`src/rtl/cj.sv`:
```
// Co-simulation host-interface checker: tracks the tohost completion word,
// a commit watchdog, the retired-instruction count and phase-marker decode.
module cj #(
  parameter logic [63:0] TOHOST_ADDR  = 64'h0000_0000_8000_1000,
  parameter int unsigned WATCHDOG     = 50000,
  parameter logic [63:0] TIMEOUT_CODE = 64'd5
) (
  input  logic        clock,
  input  logic        reset,
  input  logic        commit_valid,
  input  logic [31:0] commit_inst,
  input  logic        mem_wr_valid,
  input  logic [63:0] mem_wr_addr,
  input  logic [63:0] mem_wr_data,
  input  logic        host_set_valid,
  input  logic [63:0] host_set_value,
  output logic [63:0] tohost,
  output logic        marker_valid,
  output logic [2:0]  marker_id,
  output logic [63:0] commit_count
);

  localparam int unsigned DATA_W = 64;
  localparam int unsigned WD_W   = 32;
  localparam int unsigned ID_W   = 3;

  localparam logic [WD_W-1:0]   WD_LIMIT   = WD_W'(WATCHDOG);
  localparam logic              WD_ENABLED = (WATCHDOG != 0);
  localparam logic [19:0]       MARKER_LO  = 20'h02013;

  logic [DATA_W-1:0] tohost_q, tohost_d;
  logic [DATA_W-1:0] count_q, count_d;
  logic [WD_W-1:0]   wdog_q, wdog_d;
  logic              marker_valid_q, marker_valid_d;
  logic [ID_W-1:0]   marker_id_q, marker_id_d;

  logic done;
  logic expire;
  logic store_hit;
  logic marker_hit;

  always_ff @(posedge clock or posedge reset) begin
    if (reset) begin
      tohost_q       <= '0;
      count_q        <= '0;
      wdog_q         <= '0;
      marker_valid_q <= 1'b0;
      marker_id_q    <= '0;
    end else begin
      tohost_q       <= tohost_d;
      count_q        <= count_d;
      wdog_q         <= wdog_d;
      marker_valid_q <= marker_valid_d;
      marker_id_q    <= marker_id_d;
    end
  end

  // The done latch is the finished bit of tohost itself.
  always_comb begin
    done       = tohost_q[0];
    expire     = WD_ENABLED && (wdog_q == WD_LIMIT) && !done;
    store_hit  = mem_wr_valid && (mem_wr_addr == TOHOST_ADDR) && (mem_wr_data != '0);
    marker_hit = commit_valid && (commit_inst[19:0] == MARKER_LO) && (commit_inst[31:23] == 9'd0);
  end

  // tohost priority: side-band write, then watchdog, then store (blocked once done).
  always_comb begin
    tohost_d = tohost_q;
    if (host_set_valid) begin
      tohost_d = host_set_value;
    end else if (expire) begin
      tohost_d = TIMEOUT_CODE;
    end else if (store_hit && !done) begin
      tohost_d = mem_wr_data;
    end
  end

  // Idle-cycle counter parks at the limit once reached.
  always_comb begin
    wdog_d = wdog_q;
    if (commit_valid || !WD_ENABLED) begin
      wdog_d = '0;
    end else if (wdog_q != WD_LIMIT) begin
      wdog_d = wdog_q + WD_W'(1);
    end
  end

  always_comb begin
    count_d = count_q;
    if (commit_valid && (count_q != {DATA_W{1'b1}})) begin
      count_d = count_q + DATA_W'(1);
    end
  end

  always_comb begin
    marker_valid_d = marker_hit;
    marker_id_d    = marker_id_q;
    if (marker_hit) begin
      marker_id_d = commit_inst[22:20];
    end
  end

  assign tohost       = tohost_q;
  assign commit_count = count_q;
  assign marker_valid = marker_valid_q;
  assign marker_id    = marker_id_q;

endmodule

```
`config.mk`:
```
export PLATFORM = sky130hd
export DESIGN_NAME = cj
export DESIGN_NICKNAME = d
export VERILOG_FILES = /design/src/rtl/cj.sv
export SDC_FILE = /design/constraint.sdc
export NUM_CORES = 1
export LEC_CHECK = 0
export CAP_MARGIN = 20
export CORE_MARGIN = 2
export CORE_UTILIZATION = 43
export CTS_BUF_LIST = sky130_fd_sc_hd__clkbuf_4 sky130_fd_sc_hd__clkbuf_8
export DETAILED_ROUTE_END_ITERATION = 16
export GPL_TIMING_DRIVEN = 0
export PLACE_DENSITY_LB_ADDON = 0.08
export SKIP_CTS_REPAIR_TIMING = 1
export SLEW_MARGIN = 0
export SYNTH_ARGS = -nofsm -noshare
export SYNTH_HDL_FRONTEND = slang
export SYNTH_SLANG_ARGS = --single-unit
```
`constraint.sdc`:
```
create_clock -name clock -period 7.6 [get_ports clock]
set_input_delay 1.52 -clock clock [delete_from_list [all_inputs] [get_ports clock]]
set_output_delay 1.52 -clock clock [all_outputs]
set_load 0.1 [all_outputs]
```
# --- Word level (Yosys, flattened, before mapping) ---
# Index checks and enable logic that the tools add are counted.
op_classes:
  eq_ne: 5
  reduce_logical: 12
  div: 0
  order_cmp: 0
  add_sub_neg: 2
  mul: 0
  mux: 5
  shift: 0
  bitwise_logic: 0
ops:
  columns: ["operator", "count"]
  rows:
  - ["$mux 64", 3]
  - ["$add 64x1->64 const B", 1]
  - ["$eq 64x32->1 const B", 1]
  - ["$mux 32", 2]
  - ["$ne 64x64->1 const B", 1]
  - ["$reduce_bool 64->1", 1]
  - ["$add 32x1->32 const B", 1]
  - ["$eq 32x16->1 const B", 1]
  - ["$ne 32x16->1 const B", 1]
  - ["$eq 20x14->1 const B", 1]
  - ["$logic_not 9->1", 1]
  - ["$logic_and 1x1->1", 7]
  - ["$reduce_bool 3->1", 1]
  - ["$reduce_bool 2->1", 1]
  - ["$logic_not 1->1", 1]
word_totals:
  latchBits: 0
  register_bits: 164
  out_inout_bits: 132
  inputBits: 229
  ram_bits: 0
  mem_bits_ro: 0
  n_memories: 0

# --- Depth between registers and ports, before layout ---
logic_depth:
  depth_word: 7
  depth_mapped: 10
  ltp_nobuf: 8

# --- Worst setup path before layout ---
# No wires, ideal clock.
synth_timing:
  path_type: "in2reg"
  start: "in mem_wr_data[9]"
  end: "reg tohost_q[59] (netlist: tohost[59])"
  arrival_time_ns: 3.032
  path_buffers: 1
  setup_time_ns: 0.127
  setup_slack_ns: 4.441
  path_stages: 7
  path_cell_list: "nor4_1 > nand4_1 > or4_1 > nand4_1 > nand2_2 > buf_2 > a2bb2oi_1"
synth_between:
  elab_chain_cells: 4
synth_rtl:
  columns: ["element", "line", "text"]
  rows:
  - ["start, declared", "14", "input logic [63:0] mem_wr_data,"]
  - ["$reduce_bool 64->1", "62", "store_hit = mem_wr_valid && (mem_wr_addr == TOHOST_ADDR) && (mem_wr_data != '0);"]
  - ["$logic_and 1x1->1", "62", null]
  - ["$logic_and 1x1->1", "73", "end else if (store_hit && !done) begin"]
  - ["$reduce_bool 3->1 (no line)", null, null]
  - ["end signal, assigned", "50", "tohost_q <= tohost_d;"]
  - ["end, declared", "31", "logic [DATA_W-1:0] tohost_q, tohost_d;"]
# Every way passes these cells.
# A chain may end at the register's enable or synchronous reset.

# --- Worst setup path in the final report ---
layout_timing:
  start: "in mem_wr_data[9]"
  end: "reg tohost_q[5] (netlist: tohost[5])"
# The elaborated chain is that of the path after synthesis.

==> impl_metrics.json <==
{
  "numClockSinks": 164,
  "timing.critical_path.from": "mem_wr_data[9]",
  "postRouteAntennaNets": 0,
  "die_w_um": 141,
  "worst-r2r-cell-count": 8,
  "design.portCount": 361,
  "h_tree_levels": 4,
  "min_path_type": "flop to flop",
  "worst-endpoint-required_ps": 7990,
  "finalHoldViolCount": 0,
  "root_buffer": "clkbuf_8",
  "sequential_to_total_area_share_from_yosys_stat_pct": 50.9,
  "start_util_pct": 43.5,
  "diodes": 0,
  "crit_path_end_kind": "flop",
  "postSynthAreaPerCell_sq_um": 9.95,
  "vias": 7881,
  "power.static_leakage_nw": 4.95,
  "global_route.peak_usage_layer": "met2",
  "final_max_slew_viol_count": 0,
  "number_of_warning_messages_in_the_yosys_log": 0,
  "grt_pass1_wl_um": 42300,
  "period_share_pct": 53.8,
  "max-clock-path-buffers": 2,
  "finalSetupViolCount": 0,
  "antenna_found_initial": 0,
  "nets": 1421,
  "area_delta_synth_final_pct": 53.2,
  "globalRouteOverflowTotal": 0,
  "r2r-start": "commit_count[1]",
  "cp-start-kind": "input port",
  "max_slew.worst_pin.slew_ps": 1080,
  "syn-cell-area_sq_mm": 0.00806,
  "critical_path.max_fanout": 10,
  "grtUsageMet2_pct": 44.4,
  "ys_seq_elements": 164,
  "core_area_sq_mm": 0.0185,
  "grt_pass1_vias": 7699,
  "drt-pass1-iter-count": 5,
  "layout_min_cycle_time_ps": 4090,
  "avgRoutedWirePerCell_um": 19.0,
  "grt_start_max_net_pins": 94,
  "die_area_sq_mm": 0.0199,
  "globalRouteMet1Util_pct": 34.6,
  "drtIter0Drc": 364,
  "routabilityCongestion": 0.896,
  "cp_data_arrival_time_ps": 4480,
  "grt_use_met3_pct": 7.40,
  "std_cell_rows": 50,
  "post-route-drc-count": 0,
  "crit_end": "tohost[5]",
  "synth_edf_count": 0,
  "number_of_cts_inserted_buffers": 17,
  "clkLatencyLatePin_ps": 470,
  "rsz0062_at_grt": "no",
  "cellPowerDensity_mw_per_mm2": 194,
  "critical_path_class": "input port to flop",
  "post_drt_via_cell_ratio": 5.49,
  "synth_top_flop_cell": "dfrtp_1",
  "synthesis.instances": 810,
  "fillerInstances": 1515,
  "tritoncts": "built",
  "floorplan.die.height_um": 141,
  "gr-usage-all-layers_pct": 27.4,
  "tns_ps": 0,
  "synth.net_count": 1042,
  "finalClockSkew_ps": 14.5,
  "maxCapViolCount": 0,
  "vdd_drop_max_v": 0.000207,
  "yosysUniqueCellTypes": 48,
  "final_core_utilization_pct": 66.7,
  "outcome": "finished clean",
  "regToRegEndpoint": "commit_count[42]",
  "slack_of_the_worst_reg_to_reg_path_ps": 4660,
  "remaining_max_slew_budget_at_the_tightest_pin_pct": 27.8,
  "detailedPlacementHpwl_um": 21100,
  "async_reset_ff_share_pct": 100,
  "worstHoldStart": "commit_count[27]",
  "route.final.wire_length_um": 27300,
  "post_route_cells_drive_above_1_share_pct": 5.32,
  "fmax_mhz": 245,
  "port_buffers": 359,
  "path_clk_slew_ps": 90
}
-- logic make-up after synthesis --
kind of cell | synth area share, %
buf+inv | 2.58
mux | 0.543
simple gates | 23.6
flops | 50.9
xor+xnor | 9.67
compound gates | 12.2
fa+ha+maj | 0.466
-- sequential cells by signal, indices dropped and copies added (netlist names) --
name          cells
marker_valid      1
tohost           64
wdog_q           32
marker_id         3
commit_count     64
-- how the worst min path moves through the flow --
stage	to	slack (ps)	cells after the start
6_report	commit_count[27]	490	1
3_3_place_gp	commit_count[31]	470	1
4_1_cts	commit_count[31]	490	1
3_5_place_dp	commit_count[31]	480	1
5_1_grt	commit_count[27]	510	1
2_1_floorplan	wdog_q[31]	510	2
-- through the flow --
stage	instances	cell area [sq um]	hold slack (ps)	worst slack, ps	power [mW]
after floorplan	810	8060	506	1650	1.51
after global placement	1403	11900	474	-774	1.79
after detailed placement	1404	12000	478	3040	1.80
after CTS	1436	12300	495	3530	2.41
after global routing	1436	12300	507	3340	2.48
final	1436	12300	492	3510	2.39
-- routing by layer --
metal	share of wire [%]	wire length (um)
met1	42	11500
met2	47	12900
met3	7.1	1930
met4	3.6	973
met5	0	0
-- power by group --
| group | switching (mW) | total, mW | internal (mW) |
|---|---|---|---|
| Combinational | 0.543 | 0.800 | 0.257 |
| Clock | 0.350 | 0.610 | 0.260 |
| Sequential | 0.0560 | 0.983 | 0.927 |
| Total | 0.949 | 2.39 | 1.44 |
-- cell usage in the layout, fill, tap and decap left out, types with 5 or more instances in the layout --
cell type        instances
nor4_1                  44
nor2b_1                  5
a2bb2oi_1               62
a21oi_1                  6
xor2_1                  44
o21ai_0                 69
xnor2_1                 45
or3_1                    7
clkbuf_8                17
buf_2                   10
clkinvlp_4               5
nor4b_1                  6
and4_1                  10
nor2_1                  46
and3_1                  20
nand4_1                 41
clkdlybuf4s50_1        359
dfrtp_1                164
inv_1                    9
nand3_1                 35
clkbuf_1                25
nand2_1                104
nor3_1                  19
-- worst max-delay path, stage by stage --
cell             delay, ps
clkdlybuf4s50_1        420
nor4_1                 570
nand4_1                140
or4_1                  590
nand4_1                440
clkbuf_1               400
o21ai_0                210
a2bb2oi_1              180
-- final cells by class --
cell class,count,area (sq um),share of cell area [%]
Buffer,38,170,1.38
Clock buffer,17,234,1.90
Clock inverter,15,131,1.06
Inverter,10,45.0,0.365
Multi-Input combinational cell,598,3750,30.4
Sequential cell,164,4100,33.2
Tap cell,234,293,2.37
Timing Repair Buffer,360,3620,29.3
-- cells in the mapped netlist, types with 2 or more instances --
cell type	n	area [sq um]
nor3_1	19	95.1
and4_1	10	87.6
mux2_2	3	33.8
nor2b_1	5	31.3
or3_1	7	43.8
buf_4	2	15.0
a21oi_1	6	30.0
a211oi_1	3	22.5
xor2_1	44	385
buf_2	10	50.1
xnor2_1	45	394
nor4_1	44	275
clkbuf_1	25	93.8
or4_1	3	22.5
nor3_2	2	20.0
nand4_1	41	257
ha_1	3	37.5
nor4b_1	6	52.6
a2bb2oi_1	62	543
dfrtp_1	164	4100
nand2_1	104	390
nand3_1	35	175
inv_1	10	37.5
and3_1	20	125
nor2_1	46	173
o21ai_0	69	345
(Power assumes the default switching activity.)
